### src/rtl/vec_dispatch_sequencer_pkg.sv
// Shared types and constants for the vector dispatch sequencer: micro-op layout,
// group-size limits, FSM states and the beat-building helpers.
package vec_dispatch_sequencer_pkg;

   localparam int VEC_MAX_NREGS = 8;
   localparam int VEC_CNT_W     = $clog2(VEC_MAX_NREGS) + 1;
   localparam int VEC_LANE_W    = VEC_CNT_W - 1;
   localparam int NR_BITS       = 5;
   localparam int OP_W          = 4;

   typedef enum logic {VSEQ_IDLE, VSEQ_EXPAND} vseq_state_e;

   typedef struct packed {
      logic [OP_W-1:0]       op_type;
      logic                  is_vec;
      logic [NR_BITS-1:0]    vd;
      logic [NR_BITS-1:0]    vs1;
      logic [VEC_LANE_W-1:0] vd_lane_id;
      logic                  vd_is_last;
   } dispatch_t;

   localparam int DISPATCH_W = $bits(dispatch_t);

   // Zero means a one-register group; oversize requests saturate at the LMUL limit.
   function automatic logic [VEC_CNT_W-1:0] clamp_nregs(input logic [VEC_CNT_W-1:0] n);
      if (n == '0) return VEC_CNT_W'(1);
      if (n > VEC_CNT_W'(VEC_MAX_NREGS)) return VEC_CNT_W'(VEC_MAX_NREGS);
      return n;
   endfunction

   function automatic dispatch_t make_beat(input dispatch_t base,
                                           input logic [VEC_CNT_W-1:0] idx,
                                           input logic last);
      dispatch_t b;
      b            = base;
      b.vd         = base.vd + NR_BITS'(idx);
      b.vd_lane_id = VEC_LANE_W'(idx);
      b.vd_is_last = last;
      return b;
   endfunction

endpackage

### src/rtl/vec_seq_out_reg.sv
// One-entry valid/ready pipe register with load, flush and a FREE indication
// that tells the producer a new entry may be loaded this cycle.
module vec_seq_out_reg #(
   parameter int W = 8
) (
   input  logic         clk,
   input  logic         reset_n,
   input  logic         flush,
   input  logic         load,
   input  logic [W-1:0] load_data,
   input  logic         out_ready,
   output logic         out_valid,
   output logic [W-1:0] out_data,
   output logic         free
);

   logic         valid_q, valid_d;
   logic [W-1:0] data_q, data_d;

   assign free      = !valid_q || out_ready;
   assign out_valid = valid_q;
   assign out_data  = data_q;

   // NOTE: every always_comb output gets a default first so no path leaves it unassigned (no latch).
   always_comb begin
      valid_d = valid_q;
      data_d  = data_q;
      if (flush) begin
         valid_d = 1'b0;
      end else if (load) begin
         valid_d = 1'b1;
         data_d  = load_data;
      end else if (out_ready) begin
         valid_d = 1'b0;
      end
   end

   // NOTE: state flops use non-blocking assignments only; the data register is reset too so out.data reads 0 after reset.
   always_ff @(posedge clk or negedge reset_n) begin
      if (!reset_n) begin
         valid_q <= 1'b0;
         data_q  <= '0;
      end else begin
         valid_q <= valid_d;
         data_q  <= data_d;
      end
   end

endmodule

### src/rtl/vec_dispatch_sequencer.sv
// Expands vector dispatches into per-register micro-ops (vd=base+i, lane i, last on
// the final beat); scalar dispatches pass through as one beat. Registered output.
module vec_dispatch_sequencer
   import vec_dispatch_sequencer_pkg::*;
(
   input  logic                  clk,
   input  logic                  reset_n,
   input  logic                  flush,
   input  logic                  dispatch_in_valid,
   input  logic [DISPATCH_W-1:0] dispatch_in_data,
   output logic                  dispatch_in_ready,
   input  logic [VEC_CNT_W-1:0]  in_nregs,
   output logic                  dispatch_out_valid,
   output logic [DISPATCH_W-1:0] dispatch_out_data,
   input  logic                  dispatch_out_ready,
   output logic                  busy,
   output logic [31:0]           perf_beats
);

   vseq_state_e          state_q, state_d;
   logic [VEC_CNT_W-1:0] cnt_q, cnt_d;
   logic [VEC_CNT_W-1:0] cap_n_q, cap_n_d;
   dispatch_t            cap_q, cap_d;
   logic [31:0]          perf_q, perf_d;

   dispatch_t            in_beat;
   dispatch_t            load_beat;
   logic [VEC_CNT_W-1:0] n_in;
   logic                 load;
   logic                 free;
   logic                 last_beat;

   assign in_beat = dispatch_t'(dispatch_in_data);
   assign n_in    = clamp_nregs(in_nregs);

   always_comb begin
      state_d           = state_q;
      cnt_d             = cnt_q;
      cap_d             = cap_q;
      cap_n_d           = cap_n_q;
      load              = 1'b0;
      load_beat         = cap_q;
      last_beat         = 1'b0;
      dispatch_in_ready = 1'b0;
      // Downstream handshakes count even in a flush cycle.
      perf_d            = perf_q + 32'(dispatch_out_valid && dispatch_out_ready);

      case (state_q)
         VSEQ_IDLE: begin
            dispatch_in_ready = free && !flush;
            if (dispatch_in_valid && dispatch_in_ready) begin
               load = 1'b1;
               if (!in_beat.is_vec) begin
                  load_beat = make_beat(in_beat, '0, 1'b1);
               end else begin
                  load_beat = make_beat(in_beat, '0, n_in == VEC_CNT_W'(1));
                  if (n_in > VEC_CNT_W'(1)) begin
                     cap_d   = in_beat;
                     cap_n_d = n_in;
                     cnt_d   = VEC_CNT_W'(1);
                     state_d = VSEQ_EXPAND;
                  end
               end
            end
         end
         VSEQ_EXPAND: begin
            if (free) begin
               last_beat = (cnt_q == cap_n_q - 1'b1);
               load      = 1'b1;
               load_beat = make_beat(cap_q, cnt_q, last_beat);
               cnt_d     = cnt_q + 1'b1;
               if (last_beat) begin
                  cnt_d   = '0;
                  state_d = VSEQ_IDLE;
               end
            end
         end
         default: state_d = VSEQ_IDLE;
      endcase

      if (flush) begin
         state_d = VSEQ_IDLE;
         cnt_d   = '0;
         load    = 1'b0;
      end
   end

   always_ff @(posedge clk or negedge reset_n) begin
      if (!reset_n) begin
         state_q <= VSEQ_IDLE;
         cnt_q   <= '0;
         cap_n_q <= '0;
         cap_q   <= '0;
         perf_q  <= '0;
      end else begin
         state_q <= state_d;
         cnt_q   <= cnt_d;
         cap_n_q <= cap_n_d;
         cap_q   <= cap_d;
         perf_q  <= perf_d;
      end
   end

   vec_seq_out_reg #(.W(DISPATCH_W)) u_out_reg (
      .clk       (clk),
      .reset_n   (reset_n),
      .flush     (flush),
      .load      (load),
      .load_data (load_beat),
      .out_ready (dispatch_out_ready),
      .out_valid (dispatch_out_valid),
      .out_data  (dispatch_out_data),
      .free      (free)
   );

   assign busy       = (state_q == VSEQ_EXPAND) || dispatch_out_valid;
   assign perf_beats = perf_q;

endmodule

### config.mk
export PLATFORM = sky130hd
export DESIGN_NAME = vec_dispatch_sequencer
export DESIGN_NICKNAME = d
export VERILOG_FILES = /design/src/rtl/vec_dispatch_sequencer_pkg.sv /design/src/rtl/vec_seq_out_reg.sv /design/src/rtl/vec_dispatch_sequencer.sv
export SDC_FILE = /design/constraint.sdc
export NUM_CORES = 1
export LEC_CHECK = 0
export BUFFER_PORTS_ARGS = -buffer_cell sky130_fd_sc_hd__buf_2
export CORE_MARGIN = 5
export CORE_UTILIZATION = 45
export CTS_CLUSTER_SIZE = 28
export DETAILED_ROUTE_END_ITERATION = 10
export GPL_TIMING_DRIVEN = 1
export PLACE_DENSITY = 0.68
export RECOVER_POWER = 50
export SLEW_MARGIN = 40
export SYNTH_ARGS = -nofsm -noshare
export SYNTH_HDL_FRONTEND = slang
export SYNTH_SLANG_ARGS = --single-unit
### constraint.sdc
create_clock -name clk -period 2.5 [get_ports clk]
set_clock_uncertainty 0.05 [all_clocks]
set_input_delay 0.125 -clock clk [delete_from_list [all_inputs] [get_ports clk]]
set_output_delay 0.125 -clock clk [all_outputs]
set_load 0.1 [all_outputs]
After elaboration in Yosys (flattened, before gate mapping)
Index checks and enable logic that the tools add are counted.
{"block": "totals", "ramBits": 0, "in_bits": 28, "output_inout_bits": 54, "latchBits": 0, "register_bits": 80, "memories": 0, "elab_cells": 71, "romBits": 0}
{"block": "op_classes", "n_eq_ne": 6, "n_addsub": 4, "n_shift": 0, "n_mux": 33, "div": 0, "bitwise": 2, "n_mul": 0, "reduce_logical": 12, "order_cmp": 2}
{"operator": "$mux W4", "count": 10}
{"operator": "$pmux W19 S2", "count": 1}
{"operator": "$add A32 B1 Y32", "count": 1}
{"operator": "$mux W19", "count": 1}
{"operator": "$mux W1", "count": 16}
{"operator": "$mux W15", "count": 1}
{"operator": "$mux W14", "count": 1}
{"operator": "$ne A3 B3 Y1 const B", "count": 3}
{"operator": "$pmux W4 S2", "count": 1}
{"operator": "$reduce_and A4 Y1", "count": 2}
{"operator": "$add A5 B4 Y5", "count": 1}
{"operator": "$add A4 B1 Y4 const B", "count": 1}
{"operator": "$eq A4 B1 Y1 const B", "count": 1}
{"operator": "$eq A4 B4 Y1", "count": 1}
{"operator": "$gt A4 B1 Y1 const B", "count": 1}
{"operator": "$gt A4 B4 Y1 const B", "count": 1}
{"operator": "$logic_not A4 Y1", "count": 1}
{"operator": "$pmux W1 S2", "count": 2}
{"operator": "$sub A4 B1 Y4 const B", "count": 1}
{"operator": "$logic_and A1 B1 Y1", "count": 3}
{"operator": "$ne A3 B2 Y1 const B", "count": 1}
{"operator": "$reduce_bool A3 Y1", "count": 1}
{"operator": "$logic_not A1 Y1", "count": 2}
{"operator": "$logic_or A1 B1 Y1", "count": 2}
{"operator": "2 further kinds", "count": 3}

Depth between registers and ports, before layout
{"block": "logic_depth", "depth_word": 11, "ltp_mapped": 7, "depth_no_buf": 7}

Modules after synthesis
A second synthesis with hierarchy kept.
{"block": "hier_totals", "cells_unflattened": 373, "area_unflattened_um2": 4046.4}
{"mod": "vec_dispatch_sequencer", "seq_area_each_um2": 1501.4, "cells_per_inst": 328, "instances": 1, "area_per_inst_um2": 3234.4}
{"mod": "vec_seq_out_reg", "seq_area_each_um2": 500.5, "cells_per_inst": 45, "instances": 1, "area_per_inst_um2": 812.0}

Least setup slack after synthesis
OpenSTA, ideal clock, no wires.
{"block": "synth_path", "path_type": "flip-flop to output port", "startpoint": "reg u_out_reg.valid_q (netlist: u_out_reg.out_valid)", "endpoint": "out dispatch_in_ready", "t_required_ns": 2.325, "arrival_time_ns": 2.453, "slack_ns": -0.128, "n_path_buf": 0, "path_stages_with_launch": 4, "path_cell_list": "dfrtp_1 -> nand2b_1 -> nand2b_1 -> nor2_1"}
{"block": "synth_between", "elab_chain_cells": 4}
{"item": "start: declaration", "line": "vec_seq_out_reg.sv:17", "rtl": "logic valid_q, valid_d;"}
{"item": "start signal: assignment", "line": "vec_seq_out_reg.sv:44", "rtl": "valid_q <= valid_d;"}
{"item": "$logic_not A1 Y1", "line": "vec_seq_out_reg.sv:20", "rtl": "assign free = !valid_q || out_ready;"}
{"item": "$logic_or A1 B1 Y1", "line": "vec_seq_out_reg.sv:20"}
{"item": "$logic_and A1 B1 Y1", "line": "vec_dispatch_sequencer.sv:50", "rtl": "dispatch_in_ready = free && !flush;"}
{"item": "$mux W1", "line": "vec_dispatch_sequencer.sv:48", "rtl": "case (state_q)"}
{"item": "end: declaration", "line": "vec_dispatch_sequencer.sv:11", "rtl": "output logic dispatch_in_ready,"}
Every way passes these cells.

Worst setup path in the final report
{"block": "layout_path", "startpoint": "reg u_out_reg.valid_q (netlist: u_out_reg.out_valid)", "endpoint": "reg perf_q[20] (netlist: perf_beats[20])"}
{"block": "layout_between", "elab_chain_cells": 2}
{"item": "$logic_and A1 B1 Y1", "line": "vec_dispatch_sequencer.sv:46", "rtl": "perf_d = perf_q + 32'(dispatch_out_valid && dispatch_out_ready);"}
{"item": "$add A32 B1 Y32", "line": "vec_dispatch_sequencer.sv:46"}
{"item": "via perf_d[20]", "line": "vec_dispatch_sequencer.sv:24", "rtl": "logic [31:0] perf_q, perf_d;"}
{"item": "end signal: assignment", "line": "vec_dispatch_sequencer.sv:100", "rtl": "perf_q <= perf_d;"}
{"item": "end: declaration", "line": "vec_dispatch_sequencer.sv:24"}
The timed path passes the listed nets, and every way through them passes these cells.
A chain may end at the register's enable or synchronous reset.

==> flow_metrics.env <==
export IMPL_status="complete, no violations"
export IMPL_numCtsBuffers=9
export IMPL_cts_root_buf="clkbuf_8"
export IMPL_hp_class="input pin to register"
export IMPL_ys_flop_type="dfrtp_1"
export IMPL_preCtsSetupSlack_ns=0.396
export IMPL_grt_pass1_vias=2836
export IMPL_rows=32
export IMPL_tightest_slew_ns=1.24
export IMPL_overflow=0
export IMPL_postSynthCellCount=317
export IMPL_clock_latency_ns=0.33
export IMPL_hold_viol_final=0
export IMPL_slew_viol_final=0
export IMPL_final_antenna_net_count=0
export IMPL_drc=0
export IMPL_worst_slack_ns=0.366
export IMPL_final_cells=526
export IMPL_final_cell_mix="dfrtp_1 (75), buf_2 (55), xnor2_1 (31)"
export IMPL_placed_cell_area_sq_um=4120
export IMPL_vdd_drop_max_mv=0.413
export IMPL_die_area_sq_um=9940
export IMPL_fmax_mhz=469
export IMPL_switchingPower_w=0.00170
export IMPL_grt_use_total_pct=17.2
export IMPL_post_dp_hpwl_um=5810
export IMPL_dieHeight_um=99.7
export IMPL_ios=82
export IMPL_cp_end_kind="register"
export IMPL_swShare_pct=41.7
export IMPL_n_fill_cell=688
export IMPL_start_util_pct=46.6
export IMPL_grt_pass1_wl_um=13700
export IMPL_routed_wl_um=8220
export IMPL_startpoint_type="register"
export IMPL_synthArstFlopShare_pct=100
export IMPL_gp_congestion=0.785
export IMPL_detail_route_vias_per_cell=5.30
export IMPL_n_antenna_cell=0
export IMPL_cts_buffer_depth=2
export IMPL_ys_types=51
export IMPL_min_period_ns=2.13
export IMPL_rsz0062_at_grt="no"
export IMPL_yosys_warnings=0
export IMPL_wl_per_cell_um=15.6
export IMPL_cp_arrival_ns=2.31
export IMPL_synth_area_sq_um=3620
export IMPL_dp_cells=493
export IMPL_fin_tns_setup_ns=0
export IMPL_setup_viol=0
export IMPL_clk_pin_slew_ns=0.08
export IMPL_antenna_found_initial=0
export IMPL_ys_ff_latch=76
export IMPL_design_area_sq_um=4490
export IMPL_via_count=2786
export IMPL_leakagePower_nw=2.07
export IMPL_required_ns=2.67
export IMPL_io_buffers=77
export IMPL_ys_seq_area_share_pct=52.5
export IMPL_first_pass_iters=4
export IMPL_synth_edff_count=0
export IMPL_slew_headroom_pct=17.4
export IMPL_coreArea_sq_um=7770
export IMPL_intPower_w=0.00238
export IMPL_cts_setup_buffers=0
export IMPL_p_seq_share_pct=38.3
export IMPL_drv_cap=0
export IMPL_die_x_um=99.7
export IMPL_area_delta_synth_final_pct=24.0
export IMPL_layout_commonest_cell="dfrtp_1"
export IMPL_pwr_share_comb_pct=34.3
export IMPL_power_density_nw_per_um2=909
export IMPL_drt_iter0_drc=104
export IMPL_post_route_period_util_pct=85.4
export IMPL_clockPowerShare_pct=27.4
export IMPL_clock_sinks=76
export IMPL_htree_levels=3
export IMPL_grt_max_degree=46
export IMPL_cts_tree="built"
export IMPL_nNetsFinal=456
export IMPL_path_class="register to register"
export IMPL_drive_above_1_share_pct=24.5
export IMPL_syn_avg_cell_area_sq_um=11.4
export IMPL_synth_fp_nets=354
export IMPL_cp_max_fo=6
[registers in the layout, summed over array words and instances (netlist names)]
register,cells
cap_q,15
u_out_reg.out_valid,1
state_q,1
cnt_q,4
perf_beats,32
u_out_reg.out_data,19
cap_n_q,4
[power groups by stage]
stage                     Combinational, W  Clock (W)  Sequential, W
final                              0.00140    0.00112        0.00156
after global routing               0.00148    0.00119        0.00159
after detailed placement           0.00141          0        0.00158
after CTS                          0.00144    0.00115        0.00156
after global placement             0.00139          0        0.00157
after floorplan                   0.000365          0        0.00235
[cells by family after synthesis]
family / after synthesis / synth area share, %
compound gates: 47 / 8.47
xor+xnor: 39 / 9.43
fa+ha+maj: 9 / 3.32
buf+inv: 16 / 2.52
flops: 76 / 52.5
mux: 26 / 7.71
simple gates: 104 / 16.0
[critical path: stages (launching register included)]
cell     delay (ns)
dfrtp_2        0.39
and2_0         0.13
ha_1           0.26
ha_1           0.30
nand2_1        0.15
nor3_1         0.40
nand4_1        0.18
xnor2_1        0.16
[cell usage after synthesis (3+ instances only)]
cell type	instances	area, sq um
inv_1	7	26.3
a21oi_1	7	35.0
dfrtp_1	76	1900
and3_1	4	25.0
buf_6	4	45.0
and2_1	3	18.8
nor2_1	18	67.6
and4_1	4	35.0
xnor2_1	31	272
a31oi_1	3	18.8
o21ai_0	15	75.1
nand2_1	26	97.6
nand4_1	6	37.5
a22o_1	3	26.3
mux2i_1	11	110
nor3_1	8	40.0
nand3_1	15	75.1
ha_1	8	100
xor2_1	8	70.1
clkbuf_1	4	15.0
mux2_2	15	169
[worst paths after layout]
check                           slack [ns]             endpoint  depth (start not counted)           startpoint
worst min-delay path                  0.05  u_out_reg.out_valid                          2                flush
worst min register to register        0.42       perf_beats[31]                          1       perf_beats[31]
worst max register to register        0.37       perf_beats[20]                          7  u_out_reg.out_valid
worst max-delay path                  0.37       perf_beats[20]                          7  u_out_reg.out_valid
max in group asynchronous             0.53             cap_q[4]                          3              reset_n
min in group asynchronous             0.49       perf_beats[11]                          2              reset_n
[metal layers]
metal	global-route usage, %	wire (um)	vias up	part of all wire [%]
li1	-	-	1327	-
met1	22.7	3760	1384	46
met2	28.3	3930	70	48
met3	3.65	468	5	5.7
met4	5.36	60	0	0.73
met5	0	0	-	0
[timing repair]
item / in CTS / in global routing
resized for setup: 0 / 0
hold buffers: 17 / 0
hold endpoints to repair: 60 / 0
setup endpoints to repair: 0 / 0
[final cells by class]
class	instances	area [sq um]	area share [%]
inverter	7	26.3	0.585
timing repair buffer	100	563	12.5
clock inverter	6	111	2.48
clock buffer	10	128	2.84
tap	102	128	2.84
multi-input combinational	225	1630	36.3
sequential	76	1900	42.4
[per-stage QoR]
stage	hold WS (ns)	util, %	power (W)
after floorplan	-0.221	-	0.00271
after global placement	0.118	53.0	0.00296
after detailed placement	0.119	53.0	0.00299
after CTS	0.0279	58.3	0.00414
after global routing	0.0695	57.8	0.00426
final	0.0500	57.8	0.00408
No activity file was read; power rests on OpenSTA's default activity.
